## src/rtl/fir_channel_scheduler.sv

```systemverilog
`default_nettype none
// =============================================================================
// Module   : fir_channel_scheduler
// Purpose  : Round-robin sequencer sharing one FIR core between N_CH channels.
// Revision : 1.0 - initial release
// =============================================================================

module fir_channel_scheduler #(
    parameter int N_CH          = 4,
    parameter int BITWIDTH_DATA = 12,
    parameter int TIMEOUT       = 1023,
    localparam int CW           = (N_CH > 1) ? $clog2(N_CH) : 1
) (
    input  logic                          CLK,
    input  logic                          nRST,
    input  logic                          EN,
    input  logic [N_CH-1:0]               CH_STRB,
    input  logic [N_CH*BITWIDTH_DATA-1:0] CH_DATA,
    output logic                          CORE_START,
    output logic [BITWIDTH_DATA-1:0]      CORE_DATA,
    output logic [CW-1:0]                 CORE_CH,
    input  logic                          CORE_DONE,
    input  logic [BITWIDTH_DATA-1:0]      CORE_RESULT,
    output logic                          OUT_VALID,
    output logic [BITWIDTH_DATA-1:0]      OUT_DATA,
    output logic [CW-1:0]                 OUT_CH,
    output logic [N_CH-1:0]               OVF,
    output logic                          ERR
);

    localparam logic [15:0]   TO_LAST = 16'(TIMEOUT - 1);
    localparam logic [CW-1:0] LAST_CH = CW'(N_CH - 1);

    typedef enum logic [1:0] {
        S_IDLE   = 2'd0,
        S_ISSUE  = 2'd1,
        S_WAIT   = 2'd2,
        S_OUTPUT = 2'd3
    } state_t;

    state_t                   state;
    state_t                   state_next;
    logic [N_CH-1:0]          pend;
    logic [BITWIDTH_DATA-1:0] hold [N_CH];
    logic [CW-1:0]            last_grant;
    logic [CW-1:0]            gnt_ch;
    logic [CW-1:0]            sel_ch;
    logic                     sel_found;
    logic                     grant;
    logic                     timeout_hit;
    logic                     core_done_wait;
    logic [15:0]              count;

    // Search starts one past the last winner so every channel gets a turn.
    always_comb begin
        sel_ch    = '0;
        sel_found = 1'b0;
        for (int i = 1; i <= N_CH; i++) begin
            if (!sel_found && pend[(int'(last_grant) + i) % N_CH]) begin
                sel_found = 1'b1;
                sel_ch    = CW'((int'(last_grant) + i) % N_CH);
            end
        end
    end

    assign grant          = (state == S_IDLE) && sel_found;
    assign timeout_hit    = (count == TO_LAST);
    assign core_done_wait = (state == S_WAIT) && CORE_DONE;

    always_comb begin
        state_next = state;
        case (state)
            S_IDLE:   if (sel_found) state_next = S_ISSUE;
            S_ISSUE:  state_next = S_WAIT;
            S_WAIT: begin
                if (CORE_DONE)        state_next = S_OUTPUT;
                else if (timeout_hit) state_next = S_IDLE;
            end
            S_OUTPUT: state_next = S_IDLE;
            default:  state_next = S_IDLE;
        endcase
    end

    always_ff @(posedge CLK or negedge nRST) begin
        if (!nRST)    state <= S_IDLE;
        else if (!EN) state <= S_IDLE;
        else          state <= state_next;
    end

    always_ff @(posedge CLK or negedge nRST) begin
        if (!nRST) begin
            pend       <= '0;
            last_grant <= LAST_CH;
            gnt_ch     <= '0;
            count      <= '0;
            CORE_START <= 1'b0;
            CORE_DATA  <= '0;
            CORE_CH    <= '0;
            OUT_VALID  <= 1'b0;
            OUT_DATA   <= '0;
            OUT_CH     <= '0;
            OVF        <= '0;
            ERR        <= 1'b0;
            for (int k = 0; k < N_CH; k++) hold[k] <= '0;
        end else if (!EN) begin
            pend       <= '0;
            last_grant <= LAST_CH;
            gnt_ch     <= '0;
            count      <= '0;
            CORE_START <= 1'b0;
            CORE_DATA  <= '0;
            CORE_CH    <= '0;
            OUT_VALID  <= 1'b0;
            OUT_DATA   <= '0;
            OUT_CH     <= '0;
            OVF        <= '0;
            ERR        <= 1'b0;
            for (int k = 0; k < N_CH; k++) hold[k] <= '0;
        end else begin
            // A strobe in the grant cycle refills the slot the grant just emptied.
            for (int k = 0; k < N_CH; k++) begin
                if (CH_STRB[k]) begin
                    if (!pend[k] || (grant && sel_ch == CW'(k))) begin
                        hold[k] <= CH_DATA[k*BITWIDTH_DATA +: BITWIDTH_DATA];
                        pend[k] <= 1'b1;
                    end else begin
                        OVF[k]  <= 1'b1;
                    end
                end else if (grant && sel_ch == CW'(k)) begin
                    pend[k] <= 1'b0;
                end
            end

            CORE_START <= grant;
            CORE_DATA  <= grant ? hold[sel_ch] : '0;
            CORE_CH    <= grant ? sel_ch : '0;
            if (grant) begin
                gnt_ch     <= sel_ch;
                last_grant <= sel_ch;
            end

            if (state == S_ISSUE)     count <= '0;
            else if (state == S_WAIT) count <= count + 16'd1;

            OUT_VALID <= core_done_wait;
            if (core_done_wait) begin
                OUT_DATA <= CORE_RESULT;
                OUT_CH   <= gnt_ch;
            end

            if ((state == S_WAIT) && !CORE_DONE && timeout_hit) ERR <= 1'b1;
        end
    end

endmodule

`default_nettype wire

```

## config.mk

```make
export PLATFORM = sky130hd
export DESIGN_NAME = fir_channel_scheduler
export DESIGN_NICKNAME = d
export VERILOG_FILES = /design/src/rtl/fir_channel_scheduler.sv
export SDC_FILE = /design/constraint.sdc
export NUM_CORES = 1
export LEC_CHECK = 0
export ABC_CLOCK_PERIOD_IN_PS = 2100
export CAP_MARGIN = 10
export CORE_AREA = 2 2 95 97
export DETAILED_ROUTE_END_ITERATION = 10
export DIE_AREA = 0 0 97 99
export DONT_BUFFER_PORTS = 1
export GPL_TIMING_DRIVEN = 0
export PLACE_DENSITY_LB_ADDON = 0.1
export SLEW_MARGIN = 0
export SYNTH_ARGS = -nofsm -noshare
export SYNTH_HDL_FRONTEND = slang
export SYNTH_SLANG_ARGS = --single-unit
```

## constraint.sdc

```tcl
create_clock -name CLK -period 2.1 [get_ports CLK]
set_input_delay 0.42 -clock CLK [delete_from_list [all_inputs] [get_ports CLK]]
set_output_delay 0.42 -clock CLK [all_outputs]
set_load 0.03 [all_outputs]
```

=== Word-level counts from Yosys, hierarchy flattened ===
Index checks and enable logic that the tools add are counted.

* Register bits after elaboration: 109
* Word-level logic and storage cells: 190
* Bits in read-only memories: 0
* Memories: 0
* Output and inout port bits: 35
* Latch bits: 0
* RAM bits: 0

* Shifts and indexed selects: 0
* Bitwise operators: 5
* Mux-type cells: 77
* Div/mod/pow operators: 0
* Reduce and logical (&&, ||, !) cells: 42
* Multipliers: 0
* Add/sub/neg operators: 5
* Eq/ne operators: 33
* Magnitude comparators: 5

{| class="wikitable"
|+ Operator list
! cell !! number
|-
| 2-to-1 mux 12 bit || 14
|-
| 2-to-1 mux 16 bit || 3
|-
| 2-to-1 mux 48 bit || 1
|-
| 2-to-1 mux 1 bit || 36
|-
| 2-to-1 mux 2 bit || 15
|-
| AND reduction 2 bit || 13
|-
| binary-select mux 12 bit (select 2 bit) || 1
|-
| inequality test 2 x 1 -> 1 bit (second input constant) || 11
|-
| adder 16 x 1 -> 16 bit (second input constant) || 1
|-
| equality test 16 x 10 -> 1 bit (second input constant) || 1
|-
| less-than comparator 3 x 4 -> 1 bit (second input constant) || 4
|-
| inequality test 3 x 1 -> 1 bit (second input constant) || 5
|-
| inequality test 3 x 2 -> 1 bit (second input constant) || 4
|-
| logical AND 1 bit || 11
|-
| binary-select mux 1 bit (select 2 bit) || 4
|-
| equality test 2 bit (second input constant) || 4
|-
| zero test 1 bit || 8
|-
| 2-to-1 mux 4 bit || 2
|-
| inequality test 2 bit (second input constant) || 4
|-
| case mux 2 bit (4 select lines) || 1
|-
| OR reduction 2 bit || 4
|-
| adder 2 x 1 -> 2 bit (second input constant) || 2
|-
| adder 2 bit (second input constant) || 2
|-
| bitwise AND 1 bit (first input constant) || 4
|-
| 7 further kinds || 12
|}

=== Logic depth before layout (Yosys ltp) ===
Gate-level depths: netlist of the first run.

* Depth in word-level cells: 22
* Mapped depth: 8
* Gate-level depth less buffers: 6

=== Worst setup path before layout of the first run ===
OpenSTA, ideal clock, no wires.

* Kind: register to register
* Start point: register last_grant[1]
* End point: register hold[37] (netlist bit)
* Stages on the path, launching flop included: 7
* Buffers on the path: 1
* Slack: 311 ps
* Period minus slack after synthesis: 1789 ps
* Data arrival time: 1668 ps
* Cells stage by stage: dfstp_2 nand2b_1 a21oi_1 o41a_1 o21a_1 buf_6 a22o_1

* Cells in the longest elaborated chain, start to end: 19

{| class="wikitable"
|+ Ends and longest elaborated chain
! element !! line !! RTL
|-
| from (decl) || 45 || <nowiki>logic [CW-1:0] last_grant;</nowiki>
|-
| from (signal assigned) || 139 || <nowiki>last_grant <= sel_ch;</nowiki>
|-
| adder 2 x 1 -> 2 bit || 59, 61 ||
|-
| binary-select mux 1 bit (select 2 bit) || 59 || <nowiki>if (!sel_found && pend[(int'(last_grant) + i) % N_CH]) begin</nowiki>
|-
| 2-to-1 mux 1 bit (implied by the code) (2 in series) || 59 ||
|-
| 2-to-1 mux 1 bit || 59 ||
|-
| zero test 1 bit || 59 ||
|-
| logical AND 1 bit || 59 ||
|-
| 2-to-1 mux 1 bit || 59 ||
|-
| zero test 1 bit || 59 ||
|-
| (+2 left out) || n/a ||
|-
| zero test 1 bit || 59 ||
|-
| logical AND 1 bit || 59 ||
|-
| 2-to-1 mux 2 bit or 2-to-1 mux 1 bit (tied branches) || 59 ||
|-
| zero test 2 bit or logical AND 1 bit (tied branches) || 123, 66 ||
|-
| logical AND 1 bit (*) || 123 || <nowiki>if (!pend[k] || (grant && sel_ch == CW'(k))) begin</nowiki>
|-
| logical OR 1 bit (*) || 123 ||
|-
| inequality test 2 x 1 -> 1 bit (no source line) (*) || n/a ||
|-
| AND reduction 2 bit (no source line) (*) || n/a ||
|-
| to (signal, indexed assignment) || 124 || <nowiki>hold[k] <= CH_DATA[k*BITWIDTH_DATA +: BITWIDTH_DATA];</nowiki>
|-
| to (decl) || 44 || <nowiki>logic [BITWIDTH_DATA-1:0] hold [N_CH];</nowiki>
|}

Every way passes the cells marked *; elsewhere a longest branch is shown, timed or not. The select of a mux whose other input is x is not followed.
A chain may end at the register's enable or synchronous reset.

=== Final worst setup path of the first run ===
* Start point: register last_grant[1]
* End point: register CORE_DATA[5]

* Cells in the longest elaborated chain, start to end: 20

{| class="wikitable"
|+ Ends and longest elaborated chain
! element !! line !! RTL
|-
| adder 2 x 1 -> 2 bit || 59, 61 ||
|-
| binary-select mux 1 bit (select 2 bit) || 59 ||
|-
| 2-to-1 mux 1 bit (implied by the code) (2 in series) || 59 ||
|-
| 2-to-1 mux 1 bit || 59 ||
|-
| zero test 1 bit || 59 ||
|-
| logical AND 1 bit || 59 ||
|-
| 2-to-1 mux 1 bit || 59 ||
|-
| zero test 1 bit || 59 ||
|-
| (+2 left out) || n/a ||
|-
| zero test 1 bit || 59 ||
|-
| logical AND 1 bit || 59 ||
|-
| 2-to-1 mux 2 bit || 59 ||
|-
| NOT 2 -> 3 bit (implied by the code) || 135 || <nowiki>CORE_DATA <= grant ? hold[sel_ch] : '0;</nowiki>
|-
| binary-select mux 12 bit (select 2 bit) || 135 ||
|-
| 2-to-1 mux 12 bit (implied by the code) (2 in series) || 135 ||
|-
| 2-to-1 mux 12 bit (*) || 135 ||
|-
| 2-to-1 mux 12 bit (*) || 105 || <nowiki>end else if (!EN) begin</nowiki>
|-
| to (signal assigned) || 135 ||
|-
| to (decl) || 20 || <nowiki>output logic [BITWIDTH_DATA-1:0] CORE_DATA,</nowiki>
|}

Marks and branches as above.

==> impl_metrics.yaml, run 1 <==
hold_path:
  min_path_type: "in2async"
finish:
  fillerInstances: 707
  drive_gt1_share_pct: 14.4
  layout_commonest_cell: "dfrtp_1"
  stdcell_area_mm2: 0.00526
  nNetsFinal: 496
  synthToLayoutAreaGrowth_pct: 9.00
  diodes: 0
  fin_util_pct: 61.5
  final_cell_mix: "dfrtp_1 (107), a22o_1 (62), nor2_1 (31)"
placement:
  port_buffers: 0
  dpl.hpwl_mm: 7.50
  place.gp.congestion: 0.904
  placed_cell_area_mm2: 0.00496
clocking:
  cts.path.max_buffers: 2
  clock_sink_count: 109
  clk_pin_slew_worst_paths_ps: 110
  root_buffer: "clkbuf_8"
  numCtsBuffers: 9
  cts_tree: "built"
  clock_latency_ps: 370
  htree_levels: 3
status:
  violations: "negative hold slack"
  status: "finished, violations left"
die:
  fp.dieArea_mm2: 0.00960
  initial_core_util_pct: 56.4
  coreArea_mm2: 0.00855
  num_rows: 34
  die_w_um: 97
  die_h_um: 99
  boundaryPins: 103
worst_setup_path:
  crit_arrival_ps: 2260
  critPathKind: "reg2reg"
  cp_slowest_cell: "dfstp_2"
  reg2reg_to: "CORE_DATA[5]"
  reg2reg_setup_slack_ps: 100
  worstReg2RegStart: "last_grant[1]"
  r2r_cells: 8
  worstPathMaxFanout: 10
  cpPeakStageDelay_ps: 580
  cp_cell_sequence: "buf_2, nand2_1, a21o_1, o221ai_1, buf_4, buf_6, mux2i_1, o22ai_1"
  critPathLaunchType: "flip-flop"
  cp.required_ps: 2360
  setup.worst_path.end_class: "flip-flop"
yosys:
  async_reset_ff_share_pct: 100
  syn_inst: 412
  synth-edff-count: 0
  synth-seq-cells: 109
  synth_nets: 482
  seq_area_frac_synth_pct: 56.6
  ys.flop_type: "dfrtp_1"
  syn_area_per_cell_um2: 11.7
  synth_warnings: 0
  yosysTopAreaCellShare_pct: 55.5
  synth.area.top_cells: "dfrtp_1 (56%), a22o_1 (11%), mux2i_1 (5.6%)"
  synth_area_mm2: 0.00482
  synthDistinctLibCells: 51
  yosys.area.top_type: "dfrtp_1"
route:
  drcViolationCount: 0
  drtIter0Drc: 154
  antenna_left: 0
  num_vias: 3281
  dr.pass1.iters: 4
  wirelength_mm: 10.4
  routed_via_density: 6.09
  routedWlPerCell_um: 19.2
grt:
  grt_overflow_total: 0
  grt_usage_pct: 22.0
  grt_first_pass_wirelength_mm: 16.8
  grt_max_degree: 110
  antenna_found_initial: 0
  grt_pass1_vias: 3247
pwr:
  net-switching-power_uw: 1340
  p_sw_share_pct: 28.4
  powerDensity_mw_per_mm2: 901
  p_clk_share_pct: 33.3
  p_leak_uw: 0.00246
  combPwrFrac_pct: 15.4
  power_frac_seq_pct: 51.3
  ir_drop_mv: 0.561
  power.internal_uw: 3390
sta:
  rsz0062_at_grt: "false"
  whs_ps: -263
  slew_viol_final: 0
  worst_slew_pin_slew_ps: 581
  final_min_period_over_clock_period_pct: 95.4
  fin_skew_ps: 9.82
  final.min_clock_period_ps: 2000
  timing.fmax_ghz: 0.499
  max-slew-margin-rel_pct: 61.0
  setup_viol: 0
  hold_violations: 109
  tns_ps: 0
run:
  maxCapViolCount: 0
[worst max-delay path: cells and delay by family, from the launching register on]
kind / cells / cell delay (ps)
compound gates: 3 / 350
buf+inv: 3 / 590
flops: 1 / 580
mux: 1 / 270
simple gates: 1 / 110
[registers in the layout, summed over array words and instances (netlist names)]
| register | flops |
|---|---|
| CORE_START | 1 |
| count | 16 |
| OUT_DATA | 12 |
| ERR | 1 |
| OVF | 4 |
| hold | 48 |
| gnt_ch | 2 |
| CORE_CH | 2 |
| last_grant | 2 |
| OUT_CH | 2 |
| OUT_VALID | 1 |
| pend | 4 |
| CORE_DATA | 12 |
| state | 2 |
[metrics by stage]
step                setup slack (ps)  cells  power, uW
CTS                             54.6    536       4760
finish                          97.5    539       4730
global placement                71.2    520       3160
floorplan                        311    412       3010
detailed placement              75.3    520       3170
global route                   0.244    539       4940
[layout make-up]
cell class	instances	area (um^2)	area share [%]
Multi-Input combinational cell	264	1880	35.8
Sequential cell	109	2730	51.9
Tap cell	108	135	2.57
Inverter	11	41.3	0.785
Clock inverter	7	138	2.62
Clock buffer	9	124	2.36
Timing Repair Buffer	3	22.5	0.428
Buffer	28	185	3.52
[what timing repair did]
item | in CTS | in global routing
hold endpoints to repair | 109 | 109
endpoints found under the setup margin | 0 | 19
setup buffers | 0 | 3
resized for setup | 0 | 3
[worst max-delay path by stage]
| stage | start | to | slack, ps | depth (start not counted) |
|---|---|---|---|---|
| after floorplan | last_grant[1] | hold[37] | 310 | 6 |
| after global placement | last_grant[1] | CORE_DATA[3] | 70 | 8 |
| after detailed placement | last_grant[1] | CORE_DATA[3] | 80 | 8 |
| after CTS | last_grant[1] | CORE_DATA[3] | 50 | 8 |
| after global routing | last_grant[1] | CORE_DATA[9] | 0.2 | 8 |
| final | last_grant[1] | CORE_DATA[5] | 100 | 8 |
[cells in the mapped netlist, types with 6 or more instances]
library cell / n
dfrtp_1: 107
nand2_1: 22
a21oi_1: 16
mux2i_1: 27
inv_1: 9
nor2_1: 31
buf_6: 6
o22ai_1: 14
nor3_1: 6
xor2_1: 8
o21ai_0: 7
nand2b_1: 6
a22o_1: 62
nand3_1: 7
buf_2: 13
[power by group through the flow]
stage / logic, uW / registers, uW / clock network (uW)
after floorplan: 574 / 2430 / 0
after global placement: 691 / 2460 / 0
after detailed placement: 702 / 2470 / 0
after CTS: 706 / 2430 / 1620
after global routing: 804 / 2450 / 1690
final: 731 / 2430 / 1570
[kinds of logic after synthesis]
kind of cell / Yosys count / share of synthesized area, %
muxes: 27 / 5.60
AOI/OAI and AO/OA: 127 / 20.5
buffers and inverters: 39 / 4.62
adders and majority gates: 2 / 0.519
and+or+nand+nor: 97 / 10.2
xor gates and xnor gates: 11 / 2.00
DFF: 109 / 56.6
[per-layer routing]
layer  routed length (um)  GRT usage [%]
met1                 4610           29.5
met2                 4940           35.1
met4                  104           6.39
met5                    0              0
met3                  710           6.74
Note: power is estimated with default switching activity, not from simulation.
==> inputs of run 2 (changes only) <==
--- a/config.mk
+++ b/config.mk
@@ -7,11 +7,14 @@
 export LEC_CHECK = 0
 export ABC_CLOCK_PERIOD_IN_PS = 2100
 export CAP_MARGIN = 10
-export CORE_AREA = 2 2 95 97
+export CELL_PAD_IN_SITES_DETAIL_PLACEMENT = 0
+export CELL_PAD_IN_SITES_GLOBAL_PLACEMENT = 1
+export CORE_AREA = 2 2 102 104
 export DETAILED_ROUTE_END_ITERATION = 10
-export DIE_AREA = 0 0 97 99
+export DIE_AREA = 0 0 104 106
 export DONT_BUFFER_PORTS = 1
 export GPL_TIMING_DRIVEN = 0
+export HOLD_SLACK_MARGIN = 0.06
 export PLACE_DENSITY_LB_ADDON = 0.1
 export SLEW_MARGIN = 0
 export SYNTH_ARGS = -nofsm -noshare
==> impl_metrics.yaml, run 2 (synthesis gave the netlist of run 1 again) <==
status:
  status: "finished, violations left"
  violations: "negative hold slack"
grt:
  grt_usage_pct: 21.0
  grt_first_pass_wirelength_mm: 18.2
  antenna_found_initial: 0
  grt_pass1_vias: 3445
  grt_max_degree: 110
  grt_overflow_total: 0
route:
  routed_via_density: 5.68
  wirelength_mm: 11.1
  drcViolationCount: 0
  antenna_left: 0
  routedWlPerCell_um: 19.5
  dr.pass1.iters: 4
  drtIter0Drc: 156
  num_vias: 3219
pwr:
  net-switching-power_uw: 1420
  p_leak_uw: 0.00244
  power.internal_uw: 3060
  combPwrFrac_pct: 16.9
  power_frac_seq_pct: 54.3
  ir_drop_mv: 0.417
  powerDensity_mw_per_mm2: 852
  p_clk_share_pct: 28.8
  p_sw_share_pct: 31.7
finish:
  stdcell_area_mm2: 0.00526
  final_cell_mix: "dfrtp_1 (106), a22o_1 (62), nor2_1 (31)"
  top_regs: "hold: 48 flops, count: 16 flops"
  layout_commonest_cell: "dfrtp_1"
  largest_reg_flops: 48
  multiInputGateArea_mm2: 0.00190
  fin_cells: 567
  nNetsFinal: 496
  fillerInstances: 909
  diodes: 0
  drive_gt1_share_pct: 14.8
  synthToLayoutAreaGrowth_pct: 8.95
  regArea_mm2: 0.00273
  top_register: "hold"
hold_path:
  min_path_type: "in2async"
sta:
  max-slew-margin-rel_pct: 56.8
  fin_skew_ps: 13.1
  tns_ps: 0
  setup_viol: 0
  slew_viol_final: 0
  hold_violations: 109
  whs_ps: -276
  timing.fmax_ghz: 0.502
  final.min_clock_period_ps: 1990
  rsz0062_at_grt: "false"
  setup_ws_ps: 109
  final_min_period_over_clock_period_pct: 94.8
  worst_slew_pin_slew_ps: 643
placement:
  placed_cell_area_mm2: 0.00499
  post-place-ws_ps: -19.7
  dpl.hpwl_mm: 7.94
  place.gp.congestion: 0.813
  post-place-cells: 548
  port_buffers: 0
die:
  initial_core_util_pct: 48.2
  boundaryPins: 103
  fp.dieArea_mm2: 0.0110
  die_w_um: 104
  coreArea_mm2: 0.0100
  die_h_um: 106
  num_rows: 37
worst_setup_path:
  reg2reg_setup_slack_ps: 110
  critPathLaunchType: "flip-flop"
  setup.worst_path.end_class: "flip-flop"
  critPathKind: "reg2reg"
  cp.required_ps: 2360
  worstPathMaxFanout: 10
  crit_arrival_ps: 2250
  r2r_cells: 8
clocking:
  clk_pin_slew_worst_paths_ps: 120
  cts.path.max_buffers: 2
  cts_tree: "built"
  htree_levels: 3
  root_buffer: "clkbuf_8"
  clock_latency_ps: 370
  clock_sink_count: 109
  numCtsBuffers: 9
run:
  maxCapViolCount: 0
run 2: cell count changes in the layout (fill, tap and decap cells not counted), sizes merged:
cell    previous run  this run
inv               14        16
bufinv             3         0
buf               28        27
clkinv             1         2
clkbuf            12        13
run 2: what timing repair did:
item                                    in CTS  in global routing
hold endpoints to repair                   109                109
endpoints found under the setup margin       1                 32
cloned                                       0                  0
resized for setup                            1                  8
setup buffers                                0                  3
run 2: through the flow:
stage	util (%)	total power, uW
after floorplan	-	3010
after global placement	49.9	3170
after detailed placement	49.9	3180
after CTS	52.0	4490
after global routing	52.6	4710
final	52.6	4480
run 2: worst max-delay path, cell delays in order (launching register included):
cell and delay [ps]:
dfstp_2 590, clkbuf_4 200, nand2_1 90, a21o_1 170
o221ai_1 90, buf_4 210, buf_6 180, mux2i_1 250
o22ai_1 110
run 2: worst paths after layout:
check / startpoint / end
setup / recovery: last_grant[1] / CORE_DATA[3]
hold / removal: nRST / count[13]
setup reg to reg: last_grant[1] / CORE_DATA[3]
hold reg to reg: hold[26] / hold[26]
max in group asynchronous: nRST / hold[27]
min in group CLK: CH_STRB[2] / pend[2]
run 2: power groups by stage:
stage               registers (uW)  clock network [uW]  logic (uW)
global route                  2460                1420         831
CTS                           2430                1340         720
global placement              2470                   0         706
finish                        2430                1290         757
detailed placement            2470                   0         715
floorplan                     2430                   0         574
run 2: metal layers:
metal	vias up	GRT usage (%)	share of wire, %
li1	1549	-	-
met1	1584	28.1	46
met2	74	34.0	48
met3	12	5.46	5.5
met4	0	6.37	1.1
met5	-	0	0
run 2: final cells by class:
| cell class | count | share of cell area (%) |
|---|---|---|
| Sequential cell | 109 | 52.0 |
| Multi-Input combinational cell | 264 | 36.1 |
| Buffer | 28 | 3.64 |
| Tap cell | 136 | 3.24 |
| Clock buffer | 9 | 2.36 |
| Clock inverter | 7 | 1.43 |
| Inverter | 11 | 0.786 |
| Timing Repair Buffer | 3 | 0.429 |
==> inputs of run 3 (changes only) <==
==> constraint.sdc (replaced) <==
create_clock -name CLK -period 2.1 [get_ports CLK]
set_input_delay 0.105 -clock CLK [delete_from_list [all_inputs] [get_ports CLK]]
set_output_delay 0.105 -clock CLK [all_outputs]
set_load 0.03 [all_outputs]
==> impl_metrics.yaml, run 3 (synthesis gave the netlist of run 1 again) <==
status:
  status: "finished, violations left"
  violations: "negative hold slack"
sta:
  hold_violations: 109
  tns_ps: 0
  rsz0062_at_grt: "false"
  final.min_clock_period_ps: 2010
  max-slew-margin-rel_pct: 57.9
  setup_viol: 0
  slew_viol_final: 0
  fin_skew_ps: 12.7
  whs_ps: -591
  timing.fmax_ghz: 0.498
  final_min_period_over_clock_period_pct: 95.6
  worst_slew_pin_slew_ps: 627
finish:
  regArea_mm2: 0.00273
  nNetsFinal: 561
  layout_commonest_cell: "dfrtp_1"
  synthToLayoutAreaGrowth_pct: 22.4
  top_regs: "hold: 48 flops, count: 16 flops"
  diodes: 0
  stdcell_area_mm2: 0.00591
  multiInputGateArea_mm2: 0.00190
  fin_util_pct: 59.1
  fillerInstances: 855
  top_register: "hold"
  drive_gt1_share_pct: 12.9
  final_cell_mix: "dfrtp_1 (106), dlygate4sd3_1 (65), a22o_1 (62)"
  largest_reg_flops: 48
worst_setup_path:
  worstReg2RegStart: "last_grant[1]"
  critPathLaunchType: "flip-flop"
  worstPathMaxFanout: 10
  cp.required_ps: 2360
  startpoint: "last_grant[1]"
  crit_arrival_ps: 2270
  critPathKind: "reg2reg"
  reg2reg_to: "CORE_DATA[3]"
  setup.worst_path.end_class: "flip-flop"
  reg2reg_setup_slack_ps: 90
  r2r_cells: 8
  crit_end: "CORE_DATA[3]"
route:
  wirelength_mm: 11.7
  routedWlPerCell_um: 18.5
  routed_via_density: 5.56
  drtIter0Drc: 162
  num_vias: 3511
  dr.pass1.iters: 4
  antenna_left: 0
  drcViolationCount: 0
clocking:
  clock_sink_count: 109
  clk_pin_slew_worst_paths_ps: 120
  root_buffer: "clkbuf_8"
  hold_buffers: 65
  cts_tree: "built"
  htree_levels: 3
  clock_latency_ps: 370
  numCtsBuffers: 9
  cts.path.max_buffers: 2
die:
  die_w_um: 104
  boundaryPins: 103
  fp.dieArea_mm2: 0.0110
  coreArea_mm2: 0.0100
  initial_core_util_pct: 48.2
  num_rows: 37
  die_h_um: 106
grt:
  grt_overflow_total: 0
  grt_first_pass_wirelength_mm: 19.3
  grt_max_degree: 110
  antenna_found_initial: 0
  grt_usage_pct: 22.1
  grt_pass1_vias: 3771
hold_path:
  min_path_type: "in2async"
run:
  maxCapViolCount: 0
pwr:
  powerDensity_mw_per_mm2: 778
  design_power_total_uw: 4600
  ir_drop_mv: 0.417
  p_leak_uw: 0.00271
placement:
  port_buffers: 0
  dpl.hpwl_mm: 7.94
  place.gp.congestion: 0.813
  placed_cell_area_mm2: 0.00499
-- run 3: cell types whose count changed in the layout (fill, tap and decap cells not counted), sizes merged --
cell	before	now
dlygate4sd3	0	65
-- run 3: worst min path at each step --
stage | to | from
final | count[13] | nRST
after global routing | count[13] | nRST
after CTS | count[15] | nRST
after detailed placement | count[15] | nRST
after global placement | count[15] | nRST
after floorplan | CORE_CH[0] | nRST
-- run 3: worst max-delay path, cell delays in order (launching register included) --
cell	delay [ps]
dfstp_2	590
clkbuf_4	200
nand2_1	90
a21o_1	170
o221ai_1	90
buf_4	210
buf_6	180
mux2i_1	260
o22ai_1	110
-- run 3: report_power, final --
part           switching [uW]  internal (uW)  total (uW)
Combinational             448            417         865
Sequential                192           2240        2440
Clock                     817            479        1300
-- run 3: layout make-up --
cell class	count	share of cell area, %
plain buffers	28	3.24
clock buffers	9	2.10
clock inverters	7	1.27
inverters	11	0.699
multi-input cells	264	32.2
flip-flops and latches	109	46.3
well taps	136	2.88
repair buffers	68	11.4
-- run 3: layer usage --
| metal | track usage (%) | vias to the layer above | wire [um] |
|---|---|---|---|
| met1 | 29.1 | 1740 | 5340 |
| li1 | - | 1680 | - |
| met3 | 4.48 | 13 | 512 |
| met4 | 6.95 | 0 | 141 |
| met5 | 0 | - | 0 |
| met2 | 37.2 | 78 | 5720 |
-- run 3: per-stage QoR --
stage | std cells | setup slack (ps)
floorplan | 412 | 311
global placement | 548 | -4.38
detailed placement | 548 | -19.7
CTS | 629 | 14.8
global route | 632 | 13.2
finish | 632 | 92.1
-- run 3: repair_timing --
| action | 4_1_cts | 5_1_grt |
|---|---|---|
| setup buffers | 0 | 3 |
| gates resized for setup | 1 | 8 |
| endpoints found under the hold margin | 178 | 109 |
| endpoints found under the setup margin | 1 | 32 |
